<file path="src/rtl/fir_xifu_scoreboard_if.sv">
// Scoreboard handshake bundle: decode issue channel, X-IF commit channel,
// writeback channel, flush request and scoreboard status outputs.
// master = pipeline side (drives requests), slave = scoreboard side.
interface fir_xifu_scoreboard_if #(
    parameter int Depth        = 4,
    parameter int IdWidth      = 4,
    parameter int RegAddrWidth = 3,
    parameter int NumRs        = 2
);
    localparam int CntWidth = $clog2(Depth + 1);

    logic                          clear;
    // issue channel (decode)
    logic                          issue_valid;
    logic                          issue_ready;
    logic [IdWidth-1:0]            issue_id;
    logic [RegAddrWidth-1:0]       issue_rd;
    logic                          issue_rd_we;
    logic [NumRs*RegAddrWidth-1:0] issue_rs;
    logic [NumRs-1:0]              issue_rs_used;
    // commit channel (X-IF)
    logic                          commit_valid;
    logic [IdWidth-1:0]            commit_id;
    logic                          commit_kill;
    // writeback channel
    logic                          wb_valid;
    logic [IdWidth-1:0]            wb_id;
    // status
    logic [CntWidth-1:0]           inflight;
    logic                          full;
    logic                          empty;
    logic                          hazard;
    logic                          err;

    modport master (
        output clear, issue_valid, issue_id, issue_rd, issue_rd_we, issue_rs, issue_rs_used,
               commit_valid, commit_id, commit_kill, wb_valid, wb_id,
        input  issue_ready, inflight, full, empty, hazard, err
    );

    modport slave (
        input  clear, issue_valid, issue_id, issue_rd, issue_rd_we, issue_rs, issue_rs_used,
               commit_valid, commit_id, commit_kill, wb_valid, wb_id,
        output issue_ready, inflight, full, empty, hazard, err
    );
endinterface

</file>
<file path="src/rtl/fir_xifu_scoreboard.sv">
// In-flight tracker for FIR coprocessor instructions keyed by X-IF id.
// Latency: issue -> entry visible 1 cycle; commit/wb free -> hazard release 1 cycle.
// Backpressure: issue_ready drops on RAW/WAW hazard, duplicate id, full table, reset or clear.
// Ports: clk_i, rst_i (sync active-high), sb (slave modport: issue/commit/wb/clear in, status out).
module fir_xifu_scoreboard #(
    parameter int Depth        = 4,
    parameter int IdWidth      = 4,
    parameter int RegAddrWidth = 3,
    parameter int NumRs        = 2
) (
    input  logic                 clk_i,
    input  logic                 rst_i,
    fir_xifu_scoreboard_if.slave sb
);
    localparam int CntWidth = $clog2(Depth + 1);
    localparam int IdxWidth = (Depth > 1) ? $clog2(Depth) : 1;

    logic [Depth-1:0]        valid_q, valid_n;
    logic [Depth-1:0]        committed_q, committed_n;
    logic [Depth-1:0]        rd_we_q;
    logic [IdWidth-1:0]      id_q [Depth];
    logic [RegAddrWidth-1:0] rd_q [Depth];
    logic                    err_q, err_n;
    logic [CntWidth-1:0]     inflight_q, inflight_n;

    logic                    flush;
    logic                    hazard;
    logic                    full;
    logic                    ready;
    logic                    accept;
    logic                    wb_hit;
    logic [IdxWidth-1:0]     alloc_idx;

    assign flush = rst_i | sb.clear;
    assign full  = (inflight_q == CntWidth'(Depth));
    assign ready = ~flush & ~full & ~hazard;
    assign accept = sb.issue_valid & ready;

    // Hazard check looks only at the registered table: frees happening this
    // cycle are deliberately not bypassed.
    always_comb begin
        hazard = 1'b0;
        for (int i = 0; i < Depth; i++) begin
            if (valid_q[i]) begin
                if (id_q[i] == sb.issue_id) hazard = 1'b1;
                if (rd_we_q[i]) begin
                    if (sb.issue_rd_we && (rd_q[i] == sb.issue_rd)) hazard = 1'b1;
                    for (int k = 0; k < NumRs; k++) begin
                        if (sb.issue_rs_used[k] &&
                            (rd_q[i] == sb.issue_rs[k*RegAddrWidth +: RegAddrWidth]))
                            hazard = 1'b1;
                    end
                end
            end
        end
        hazard = hazard & sb.issue_valid;
    end

    // Lowest free slot in the registered table, so a slot freed this cycle
    // is never reused in the same cycle.
    always_comb begin
        alloc_idx = '0;
        for (int i = Depth - 1; i >= 0; i--) begin
            if (!valid_q[i]) alloc_idx = IdxWidth'(i);
        end
    end

    // Next table state: commit first, then writeback sees the post-commit
    // view (so commit+wb of one id in one cycle retires cleanly), then issue.
    always_comb begin
        valid_n     = valid_q;
        committed_n = committed_q;
        err_n       = err_q;
        wb_hit      = 1'b0;
        inflight_n  = '0;

        if (sb.commit_valid) begin
            for (int i = 0; i < Depth; i++) begin
                if (valid_q[i] && (id_q[i] == sb.commit_id)) begin
                    if (sb.commit_kill) valid_n[i] = 1'b0;
                    else                committed_n[i] = 1'b1;
                end
            end
        end

        if (sb.wb_valid) begin
            for (int i = 0; i < Depth; i++) begin
                if (valid_n[i] && committed_n[i] && (id_q[i] == sb.wb_id)) begin
                    valid_n[i] = 1'b0;
                    wb_hit     = 1'b1;
                end
            end
            if (!wb_hit) err_n = 1'b1;
        end

        if (accept) begin
            valid_n[alloc_idx]     = 1'b1;
            committed_n[alloc_idx] = 1'b0;
        end

        for (int i = 0; i < Depth; i++) begin
            inflight_n = inflight_n + CntWidth'(valid_n[i]);
        end
    end

    always_ff @(posedge clk_i) begin
        if (flush) begin
            valid_q     <= '0;
            committed_q <= '0;
            err_q       <= 1'b0;
            inflight_q  <= '0;
        end else begin
            valid_q     <= valid_n;
            committed_q <= committed_n;
            err_q       <= err_n;
            inflight_q  <= inflight_n;
        end
    end

    // Payload fields are only meaningful while valid, so they carry no reset.
    always_ff @(posedge clk_i) begin
        if (accept) begin
            id_q[alloc_idx]    <= sb.issue_id;
            rd_q[alloc_idx]    <= sb.issue_rd;
            rd_we_q[alloc_idx] <= sb.issue_rd_we;
        end
    end

    assign sb.issue_ready = ready;
    assign sb.hazard      = hazard;
    assign sb.full        = full;
    assign sb.empty       = (inflight_q == '0);
    assign sb.inflight    = inflight_q;
    assign sb.err         = err_q;
endmodule
</file>
<file path="src/flat_wrapper.sv">
// flat-port wrapper written by rule: the top's interface ports become plain ports
module fir_xifu_scoreboard_flat 
#(
    parameter int Depth        = 4,
    parameter int IdWidth      = 4,
    parameter int RegAddrWidth = 3,
    parameter int NumRs        = 2
)
  (clk_i, rst_i, sb_clear, sb_issue_valid, sb_issue_id, sb_issue_rd, sb_issue_rd_we, sb_issue_rs, sb_issue_rs_used, sb_commit_valid, sb_commit_id, sb_commit_kill, sb_wb_valid, sb_wb_id, sb_issue_ready, sb_inflight, sb_full, sb_empty, sb_hazard, sb_err);
  fir_xifu_scoreboard_if #(.Depth(Depth), .IdWidth(IdWidth), .RegAddrWidth(RegAddrWidth), .NumRs(NumRs)) sb_i ();
  input  logic clk_i;
  input  logic rst_i;
  input wire logic [$bits(sb_i.clear)-1:0] sb_clear;
  input wire logic [$bits(sb_i.issue_valid)-1:0] sb_issue_valid;
  input wire logic [$bits(sb_i.issue_id)-1:0] sb_issue_id;
  input wire logic [$bits(sb_i.issue_rd)-1:0] sb_issue_rd;
  input wire logic [$bits(sb_i.issue_rd_we)-1:0] sb_issue_rd_we;
  input wire logic [$bits(sb_i.issue_rs)-1:0] sb_issue_rs;
  input wire logic [$bits(sb_i.issue_rs_used)-1:0] sb_issue_rs_used;
  input wire logic [$bits(sb_i.commit_valid)-1:0] sb_commit_valid;
  input wire logic [$bits(sb_i.commit_id)-1:0] sb_commit_id;
  input wire logic [$bits(sb_i.commit_kill)-1:0] sb_commit_kill;
  input wire logic [$bits(sb_i.wb_valid)-1:0] sb_wb_valid;
  input wire logic [$bits(sb_i.wb_id)-1:0] sb_wb_id;
  output wire logic [$bits(sb_i.issue_ready)-1:0] sb_issue_ready;
  output wire logic [$bits(sb_i.inflight)-1:0] sb_inflight;
  output wire logic [$bits(sb_i.full)-1:0] sb_full;
  output wire logic [$bits(sb_i.empty)-1:0] sb_empty;
  output wire logic [$bits(sb_i.hazard)-1:0] sb_hazard;
  output wire logic [$bits(sb_i.err)-1:0] sb_err;
  assign sb_i.clear = sb_clear;
  assign sb_i.issue_valid = sb_issue_valid;
  assign sb_i.issue_id = sb_issue_id;
  assign sb_i.issue_rd = sb_issue_rd;
  assign sb_i.issue_rd_we = sb_issue_rd_we;
  assign sb_i.issue_rs = sb_issue_rs;
  assign sb_i.issue_rs_used = sb_issue_rs_used;
  assign sb_i.commit_valid = sb_commit_valid;
  assign sb_i.commit_id = sb_commit_id;
  assign sb_i.commit_kill = sb_commit_kill;
  assign sb_i.wb_valid = sb_wb_valid;
  assign sb_i.wb_id = sb_wb_id;
  assign sb_issue_ready = sb_i.issue_ready;
  assign sb_inflight = sb_i.inflight;
  assign sb_full = sb_i.full;
  assign sb_empty = sb_i.empty;
  assign sb_hazard = sb_i.hazard;
  assign sb_err = sb_i.err;
  fir_xifu_scoreboard #(.Depth(Depth), .IdWidth(IdWidth), .RegAddrWidth(RegAddrWidth), .NumRs(NumRs)) u_core (.clk_i(clk_i), .rst_i(rst_i), .sb(sb_i));
endmodule
</file>
<file path="config.mk">
export PLATFORM = sky130hd
export DESIGN_NAME = fir_xifu_scoreboard_flat
export DESIGN_NICKNAME = d
export VERILOG_FILES = /design/src/rtl/fir_xifu_scoreboard_if.sv /design/src/rtl/fir_xifu_scoreboard.sv /design/src/flat_wrapper.sv
export SDC_FILE = /design/constraint.sdc
export NUM_CORES = 1
export LEC_CHECK = 0
export CAP_MARGIN = 20
export CORE_AREA = 2 2 97 90
export CTS_CLUSTER_DIAMETER = 120
export CTS_CLUSTER_SIZE = 8
export DETAILED_ROUTE_END_ITERATION = 10
export DIE_AREA = 0 0 99 92
export SYNTH_ARGS = -nofsm -noshare
export SYNTH_HDL_FRONTEND = slang
export SYNTH_SLANG_ARGS = --single-unit
</file>
<file path="constraint.sdc">
create_clock -name clk_i -period 5 [get_ports clk_i]
set_input_delay 1 -clock clk_i [delete_from_list [all_inputs] [get_ports clk_i]]
set_output_delay 1 -clock clk_i [all_outputs]
set_load 0.005 [all_outputs]
</file>
==> impl_metrics.json, run 1 <==
{
  "drv_slew": 0,
  "clock-sinks": 44,
  "drive_above_1_share": 0.0767,
  "grt_pass1_vias": 2041,
  "fin_crit_sh": 0.906,
  "ant_nets": 0,
  "setup_violations": 0,
  "cts_made_buffers": 5,
  "synth_flop_cell": "edfxtp_1",
  "grt_remaining_overflow": 0,
  "tns_ns": 0,
  "critPathRequiredTime_ns": 4.00,
  "wl_mm": 6.49,
  "worstHoldStart": "u_core.sb.err",
  "grt_setup_unrepaired": "false",
  "cts_tree": "built",
  "startpoint": "sb_issue_id[3]",
  "grt_usage": 0.149,
  "ctsHtreeMaxLevel": 2,
  "start_kind": "input port",
  "ys_seq_elements": 44,
  "die_w_um": 99,
  "synth-async-reset-ratio": 0,
  "post-cts-setup-buffers": 0,
  "grt_pass1_wl_mm": 10.5,
  "area_growth_pct": 20.1,
  "hp-class": "reg2reg",
  "dr.pass1.iters": 4,
  "gp_congestion": 0.901,
  "finish.utilization": 0.405,
  "post-dp-hpwl_mm": 5.14,
  "num_antenna_cells": 0,
  "wl_per_cell_um": 16.7,
  "slowest_delay_ns": 0.49,
  "synth_edf_count": 32,
  "yosysSeqAreaShare": 0.433,
  "cts-root-buf": "clkbuf_8",
  "die_y_um": 92,
  "tightest_slew_ns": 0.823,
  "critPathTopFamily": "buffers and inverters",
  "syn_nets": 289,
  "clk_latency_ns": 0.31,
  "cp_common_cell": "clkdlybuf4s50_1",
  "crit_buf_inv": 3,
  "fillers": 785,
  "path_class": "in2out",
  "drc_errors": 0,
  "crit_path_top_delay_cell": "nor4_1",
  "crit_arrival_ns": 3.53,
  "netlist_area_mm2": 0.00277,
  "powerDensity_mw_per_mm2": 237,
  "synth_area_per_cell_um2": 10.9,
  "cp_max_fo": 13,
  "finalHoldViolations": 0,
  "fin_total_pwr_mw": 0.788,
  "cts-resized-gates": 0,
  "clk_pin_slew_ns": 0.10,
  "via_per_inst": 5.10,
  "dp.cells": 381,
  "ios": 39,
  "ys_types": 49,
  "rows": 32,
  "crit_chain": "clkdlybuf4s50_1, buf_4, xor2_1, nor4_1, o21ai_0, a31o_1, nand4_4, and2_1, clkdlybuf4s50_1",
  "final_cell_mix": "xnor2_1 (56), clkdlybuf4s50_1 (38), edfxtp_1 (32), xor2_1 (28)",
  "vias": 1984,
  "initial_utilization": 0.338,
  "cap_violations": 0,
  "final_common_cell": "xnor2_1",
  "min_period_ns": 4.53,
  "max_freq_ghz": 0.221,
  "cts_buffer_depth": 2,
  "final_cells": 389,
  "slew_headroom": 0.449,
  "status": "finished, final reports clean",
  "yosys_warnings": 0,
  "r2r-start": "u_core.id_q[1][3]",
  "grt_max_degree": 16,
  "synth_cells": 255,
  "io_buffers": 38,
  "core_area_mm2": 0.00821,
  "antenna_found_initial": 0,
  "fin_skew_ns": 0.0124,
  "vdd.ir_drop.worst_uv": 95.9,
  "drt_iter0_drc": 74,
  "die-area_mm2": 0.00911,
  "final_nets": 320,
  "leakage_nw": 1.05,
  "ctsHoldBuffers": 0,
  "endpoint_kind": "primary output"
}
cells in the mapped netlist, types with 3 or more instances:
library cell,number,share of area
xnor2_1,56,0.18
edfxtp_1,32,0.35
xor2_1,28,0.088
dfxtp_1,12,0.087
nand4_1,12,0.027
o21ai_0,10,0.018
nand2_1,8,0.011
nor2_1,7,0.0095
nor3_1,6,0.011
o21ai_1,6,0.011
and2_1,5,0.011
buf_2,5,0.0090
clkbuf_1,5,0.0068
a41oi_1,4,0.013
nor4_2,4,0.018
o21a_1,4,0.011
a21o_1,3,0.0081
a21oi_1,3,0.0054
clkbuf_2,3,0.0054
inv_1,3,0.0041
nand3_1,3,0.0054
through the flow:
stage | instance area [µm²] | worst slack, ns | hold WS (ns)
3_5_place_dp | 3210 | 0.465 | 0.483
2_1_floorplan | 2770 | 1.64 | 0.466
3_3_place_gp | 3210 | 0.511 | 0.458
6_report | 3330 | 0.470 | 0.495
4_1_cts | 3330 | 0.461 | 0.506
5_1_grt | 3330 | 0.345 | 0.527
metal layers:
metal	global-route usage	share of wire
met3	0.0328	0.038
met4	0.0400	0.012
met5	0	0
met2	0.246	0.47
met1	0.196	0.48
cell families (layout without fill, tap and decap cells):
group,Yosys count,count (layout),synth area share
xor+xnor,84,84,0.265
buf+inv,18,50,0.0307
flops,44,44,0.433
fa+ha+maj,3,3,0.0163
compound gates,46,46,0.117
simple gates,60,60,0.137
registers in the layout (all words and copies together), names as in the netlist:
name,cells
u_core.rd_q,12
u_core.id_q,16
u_core.committed_q,4
u_core.valid_q,4
u_core.sb.err,1
u_core.rd_we_q,4
u_core.sb.inflight,3
power breakdown:
group          total, mW  switching [mW]  internal (mW)
Combinational      0.105          0.0514         0.0540
Clock              0.282           0.132          0.151
Sequential         0.400         0.00489          0.395
cell type report:
class / count / area, µm² / share of cell area
sequential: 44 / 1200 / 0.361
multi-input combinational: 193 / 1490 / 0.446
inverter: 3 / 11.3 / 0.00338
clock buffer: 5 / 68.8 / 0.0207
timing repair buffer: 39 / 388 / 0.117
tap: 102 / 128 / 0.0383
clock inverter: 3 / 46.3 / 0.0139
worst register-to-register path, cell delays in order, from the launching register on:
cell      delay, ns
edfxtp_1       0.48
xor2_1         0.21
nor4_2         0.41
a31oi_1        0.19
o311ai_1       0.43
o21ai_1        0.14
ha_1           0.32
fa_1           0.37
ha_1           0.27
and2_1         0.13
final timing paths:
kind	to	slack [ns]	cells after the start
max	sb_hazard	0.47	9
min	u_core.sb.err	0.50	1
max reg2reg	u_core.sb.inflight[1]	1.96	9
min reg2reg	u_core.sb.err	0.50	1
(Power assumes the default switching activity.)
==> inputs of run 2 (changes only) <==
- HOLD_SLACK_MARGIN: not set -> 0.08
==> results of run 2 <==
No change in the layout: final DEF, timing and power equal those of run 1.
==> inputs of run 3 (changes only) <==
- ABC_AREA: not set -> 0
- SLEW_MARGIN: not set -> 5
==> results of run 3 <==
No change in the layout: final DEF, timing and power equal those of run 1.
